## src/rtl/strength_pkg.sv

```systemverilog
// Shared constants, colours and state encoding for the strength-meter drawing path.
// Also carries the on-screen test used when STRENGTH_DRAW_CLIP_EN is defined.
package strength_pkg;

    localparam int SCREEN_W = 160;
    localparam int SCREEN_H = 120;

    localparam logic [2:0] COL_BLACK   = 3'b000;
    localparam logic [2:0] COL_RED     = 3'b100;
    localparam logic [2:0] COL_MAGENTA = 3'b101;
    localparam logic [2:0] COL_YELLOW  = 3'b110;
    localparam logic [2:0] COL_WHITE   = 3'b111;

    localparam int METER_X0   = 45;
    localparam int METER_Y0   = 73;
    localparam int METER_STEP = 8;

    typedef enum logic [1:0] {
        IDLE = 2'd0,
        DRAW = 2'd1,
        DONE = 2'd2
    } draw_state_t;

    // The inputs are the unwrapped coordinates, one bit wider than the VGA bus.
    function automatic logic on_screen(input logic [8:0] ux, input logic [7:0] uy);
        return (ux < 9'(SCREEN_W)) && (uy < 8'(SCREEN_H));
    endfunction

endpackage

```

## src/rtl/strength_bar_drawer_pixel_scan_counter.sv

```systemverilog
// Row-major cx/cy scan counter for one block, with a last-pixel flag.
// The next-value outputs let the owner register pixel coordinates in step with the counter.
module pixel_scan_counter #(
    parameter int BLOCK_W = 7,
    parameter int BLOCK_H = 5
) (
    input  logic       clk,
    input  logic       reset,
    input  logic       clear,
    input  logic       advance,
    output logic [2:0] cx,
    output logic [2:0] cy,
    output logic [2:0] cx_nxt,
    output logic [2:0] cy_nxt,
    output logic       last
);

    localparam logic [2:0] CX_MAX = 3'(BLOCK_W - 1);
    localparam logic [2:0] CY_MAX = 3'(BLOCK_H - 1);

    assign last = (cx == CX_MAX) && (cy == CY_MAX);

    always_comb begin
        cx_nxt = cx;
        cy_nxt = cy;
        if (clear) begin
            cx_nxt = 3'd0;
            cy_nxt = 3'd0;
        end else if (advance) begin
            if (cx == CX_MAX) begin
                cx_nxt = 3'd0;
                cy_nxt = (cy == CY_MAX) ? 3'd0 : cy + 3'd1;
            end else begin
                cx_nxt = cx + 3'd1;
            end
        end
    end

    always_ff @(posedge clk or posedge reset) begin
        if (reset) begin
            cx <= 3'd0;
            cy <= 3'd0;
        end else begin
            cx <= cx_nxt;
            cy <= cy_nxt;
        end
    end

endmodule

```

## src/rtl/strength_bar_drawer.sv

```systemverilog
// Rasterises one BLOCK_W x BLOCK_H block per request into the VGA write port.
// Define STRENGTH_DRAW_CLIP_EN to suppress plots of pixels falling off the 160x120 screen.
module strength_bar_drawer
    import strength_pkg::*;
#(
    parameter int BLOCK_W = 7,
    parameter int BLOCK_H = 5
) (
    input  logic       clk,
    input  logic       reset,
    input  logic       start,
    input  logic [7:0] x_in,
    input  logic [6:0] y_in,
    input  logic [2:0] color_in,
    output logic       busy,
    output logic       done,
    output logic       plot,
    output logic [7:0] x_out,
    output logic [6:0] y_out,
    output logic [2:0] color_out
);

    // Handshake: start is a one-shot request with no backpressure. It is taken only
    // in IDLE; busy covers DRAW and DONE, and any start seen then is dropped, not queued.
    draw_state_t state, next_state;

    logic [7:0] x_base;
    logic [6:0] y_base;
    logic [2:0] color_base;

    logic       accept, advance, last;
    logic [2:0] cx, cy, cx_nxt, cy_nxt;
    logic [7:0] bx, px;
    logic [6:0] by, py;
    logic [2:0] pc;
    logic       pix_vis;

    pixel_scan_counter #(
        .BLOCK_W(BLOCK_W),
        .BLOCK_H(BLOCK_H)
    ) u_scan (
        .clk    (clk),
        .reset  (reset),
        .clear  (accept),
        .advance(advance),
        .cx     (cx),
        .cy     (cy),
        .cx_nxt (cx_nxt),
        .cy_nxt (cy_nxt),
        .last   (last)
    );

    always_comb begin
        next_state = state;
        accept     = 1'b0;
        advance    = 1'b0;
        case (state)
            IDLE: begin
                if (start) begin
                    accept     = 1'b1;
                    next_state = DRAW;
                end
            end
            DRAW: begin
                if (last) next_state = DONE;
                else      advance    = 1'b1;
            end
            DONE:    next_state = IDLE;
            default: next_state = IDLE;
        endcase
    end

    // The pixel for the coming cycle: on accept the base comes straight from the inputs.
    always_comb begin
        bx = accept ? x_in     : x_base;
        by = accept ? y_in     : y_base;
        pc = accept ? color_in : color_base;
        px = bx + {5'd0, cx_nxt};
        py = by + {4'd0, cy_nxt};
`ifdef STRENGTH_DRAW_CLIP_EN
        pix_vis = on_screen({1'b0, bx} + {6'd0, cx_nxt}, {1'b0, by} + {5'd0, cy_nxt});
`else
        pix_vis = 1'b1;
`endif
    end

    assign busy = (state != IDLE);

    always_ff @(posedge clk or posedge reset) begin
        if (reset) begin
            state      <= IDLE;
            x_base     <= 8'd0;
            y_base     <= 7'd0;
            color_base <= 3'd0;
            plot       <= 1'b0;
            done       <= 1'b0;
            x_out      <= 8'd0;
            y_out      <= 7'd0;
            color_out  <= 3'd0;
        end else begin
            state <= next_state;
            if (accept) begin
                x_base     <= x_in;
                y_base     <= y_in;
                color_base <= color_in;
            end
            plot <= (next_state == DRAW) && pix_vis;
            done <= (state == DRAW) && last;
            // Coordinates hold their last values outside DRAW.
            if (next_state == DRAW) begin
                x_out     <= px;
                y_out     <= py;
                color_out <= pc;
            end
        end
    end

endmodule

```

## config.mk

```make
export PLATFORM = sky130hd
export DESIGN_NAME = strength_bar_drawer
export DESIGN_NICKNAME = d
export VERILOG_FILES = /design/src/rtl/strength_pkg.sv /design/src/rtl/strength_bar_drawer_pixel_scan_counter.sv /design/src/rtl/strength_bar_drawer.sv
export SDC_FILE = /design/constraint.sdc
export NUM_CORES = 1
export LEC_CHECK = 0
export CAP_MARGIN = 20
export CORE_ASPECT_RATIO = 0.5
export CORE_MARGIN = 2
export CORE_UTILIZATION = 55
export CTS_CLUSTER_DIAMETER = 80
export CTS_CLUSTER_SIZE = 12
export DETAILED_ROUTE_END_ITERATION = 8
export MAX_ROUTING_LAYER = met4
export PLACE_DENSITY_LB_ADDON = 0.12
export REMOVE_ABC_BUFFERS = 1
export SLEW_MARGIN = 10
export SYNTH_ARGS = -nofsm -noshare
export SYNTH_HDL_FRONTEND = slang
export SYNTH_SLANG_ARGS = --single-unit
```

## constraint.sdc

```tcl
create_clock -name clk -period 4.3 [get_ports clk]
set_input_delay 0.43 -clock clk [delete_from_list [all_inputs] [get_ports clk]]
set_output_delay 0.43 -clock clk [all_outputs]
set_load 0.02 [all_outputs]
```

==> flow_summary.ini <==
[run_status]
status = finished clean

[critical_path]
cp_max_fo = 9
worstPathArrival_ns = 3.22
startpoint = u_scan.cx[0]
path_class = flop to flop
r2r-start = u_scan.cx[0]
worstPathRequired_ns = 4.47
cp-end-kind = flop
critPathLaunchType = flop

[drt]
vias = 1427
wl_um = 3877
viasPerCell = 5.133
drc = 0
ant_nets = 0
first_pass_iters = 4
wl_per_cell_um = 13.95
drt-initial-drc-count = 29

[sta]
hold_viol = 0
worst_slew_pin_slew_ns = 0.9137
rsz0062_at_grt = false
drv_slew = 0
setup_viol = 0
slew_headroom_pct = 39.00
finClkSkew_ns = 0.003415
fin_tns_setup_ns = 0
fin_crit_ns = 3.042
min_period_over_period_pct = 70.75
max_freq_mhz = 328.7

[grt]
grt_pass1_vias = 1517
grt_usage_pct = 20.09
grt_pass1_wl_um = 6913
grt-ovfl-total = 0
grt_max_degree = 47
antenna_found_initial = 0

[pwr]
p_int_w = 0.001554
p_clk_share_pct = 15.7
powerDensity_nw_per_um2 = 890.0
pwr-share-comb_pct = 53.3
p_sw_share_pct = 37.32
power_frac_seq_pct = 31.0
p_leak_nw = 1.221
max-vdd-ir-drop_mv = 0.4456
p_sw_w = 0.0009254

[yosys]
synth_warnings = 0
synth.distinct_cells = 32
synth-xor-area-share_pct = 4.800
ys_seq_area_share_pct = 52.57
muxShareOfSynthArea_pct = 13.09
ys_seq_elements = 46
synth_compound_area_share_pct = 9.086
synth_top_family_by_area = multiplexers
postSynthAreaPerCell_um2 = 12.30
synthAdderAreaFrac_pct = 6.400
yosys.area_share.simple_pct = 9.086
syn_area_um2 = 2190
synthCells = 178

[clocking]
cts_tree = built
clockBufferDepth = 2
cts_num_sinks = 46
postCtsHoldBufs = 0
cts_setup_buffers = 0
htree_levels = 2
path_clk_slew_ns = 0.08
cts_root_buffer = clkbuf_8
clkLatencyLatePin_ns = 0.29
cts_made_buffers = 5
cts_resized = 0

[placement]
hpwlAfterDp_um = 2776
dpl-instance-area_um2 = 2644
place_congestion = 0.7311
io_buffer_count = 41

[finish]
areaGrowthSynthToFinish_pct = 27.26
final_common_cell = dfrtp_1
mostFrequentLayoutCells = 46 x dfrtp_1, 41 x clkdlybuf4s50_1, 18 x a21oi_1, 18 x nor2_1, 14 x mux2_2
antenna_cells = 0
fin_nets = 254
final_area_um2 = 2786
layout-drive-gt1-share_pct = 18.30

[floorplan]
boundaryPins = 42
fp.dieArea_um2 = 4532
core.rowCount = 16
core_region_area_um2 = 3864
dieHeight_um = 48.62
dieWidth_um = 93.23
start_util_pct = 56.67

[min_path]
hp-class = flop to flop
hp-start = color_base[1]

[flow_run]
drv_cap = 0
-- path summary, 6_finish.rpt --
kind                                      end  slack, ns  depth (start not counted)
worst max-delay path                 x_out[5]       1.26                         10
max in group asynchronous           x_base[1]       3.08                          2
min in group asynchronous                plot       0.65                          2
worst min register to register  color_base[1]       0.50                          1
worst max register to register       x_out[5]       1.26                         10
worst min-delay path            color_base[1]       0.50                          1
-- Yosys cell counts --
cell type / count / share of area (%)
dfrtp_1: 46 / 53
nand3_1: 4 / 0.91
nor4_2: 2 / 1.1
mux2_2: 14 / 7.2
buf_6: 4 / 2.1
nor3_1: 2 / 0.46
a31oi_4: 1 / 0.97
nand2_1: 4 / 0.69
o211a_1: 1 / 0.46
and3b_2: 1 / 0.46
a21o_1: 2 / 0.69
mux2i_2: 1 / 0.63
ha_1: 8 / 4.6
o221a_1: 1 / 0.51
a311oi_1: 1 / 0.40
or2_2: 3 / 0.86
xnor2_1: 10 / 4.0
nand3b_1: 1 / 0.34
fa_1: 2 / 1.8
nor3b_2: 1 / 0.57
a21oi_2: 1 / 0.40
nand2b_1: 1 / 0.29
nor2_1: 18 / 3.1
a21oi_1: 18 / 4.1
inv_1: 13 / 2.2
a2111oi_4: 1 / 1.3
a31oi_1: 1 / 0.29
buf_2: 3 / 0.69
or2_1: 1 / 0.29
xor2_1: 2 / 0.80
mux2_4: 3 / 2.1
mux2i_1: 7 / 3.2
-- final cells by class --
type	instances	area, µm²
tap	54	67.56
fill	291	1077
clock inverter	2	60.06
sequential	46	1151
timing repair buffer	45	440.4
multi-input combinational	112	935.9
clock buffer	6	82.58
inverter	13	48.80
-- cell families after synthesis --
family          after synthesis
flops                        46
simple gates                 38
compound gates               27
mux                          25
buf+inv                      20
xor+xnor                     12
fa+ha+maj                    10
-- through the flow --
step | util [%] | power, W | hold slack, ns | instances | worst slack, ns
floorplan | - | 0.001689 | 0.4681 | 171 | 1.027
finish | 72.12 | 0.002480 | 0.5007 | 278 | 1.258
CTS | 72.12 | 0.002508 | 0.5061 | 278 | 1.258
global placement | 68.43 | 0.002048 | 0.4788 | 270 | 1.112
detailed placement | 68.43 | 0.002092 | 0.4867 | 270 | 1.021
global route | 72.12 | 0.002681 | 0.5147 | 278 | 1.017
-- critical path: stages (launching register included) --
cell and delay [ns]:
dfrtp_1 0.45, and3b_2 0.27, a31oi_4 0.30, a21oi_1 0.12, nor3_1 0.43, ha_1 0.33, a21o_1 0.17, a21oi_1 0.46
a21oi_1 0.11, xnor2_1 0.19, a21oi_1 0.09
-- sequential cells by signal, indices dropped and copies added, names as in the netlist --
signal / cells
u_scan.cy: 3
x_out: 8
y_out: 7
plot: 1
y_base: 7
u_scan.cx: 3
color_base: 3
x_base: 8
done: 1
state: 2
color_out: 3
-- power groups by stage --
stage               Sequential (W)  Clock (W)  Combinational, W
floorplan                 0.000868          0          0.000821
global placement          0.000765          0           0.00128
detailed placement        0.000776          0           0.00132
CTS                       0.000770   0.000398           0.00134
global route              0.000798   0.000416           0.00147
finish                    0.000768   0.000389           0.00132
-- layer usage --
metal  vias to the layer above  wire (µm)  track usage (%)
met1                       686       1739            24.63
li1                        696          -                -
met2                        40       1867            33.33
met3                         5        239            5.919
met5                         -          0                -
met4                         0         30            4.657
Note: power is estimated with default switching activity, not from simulation.
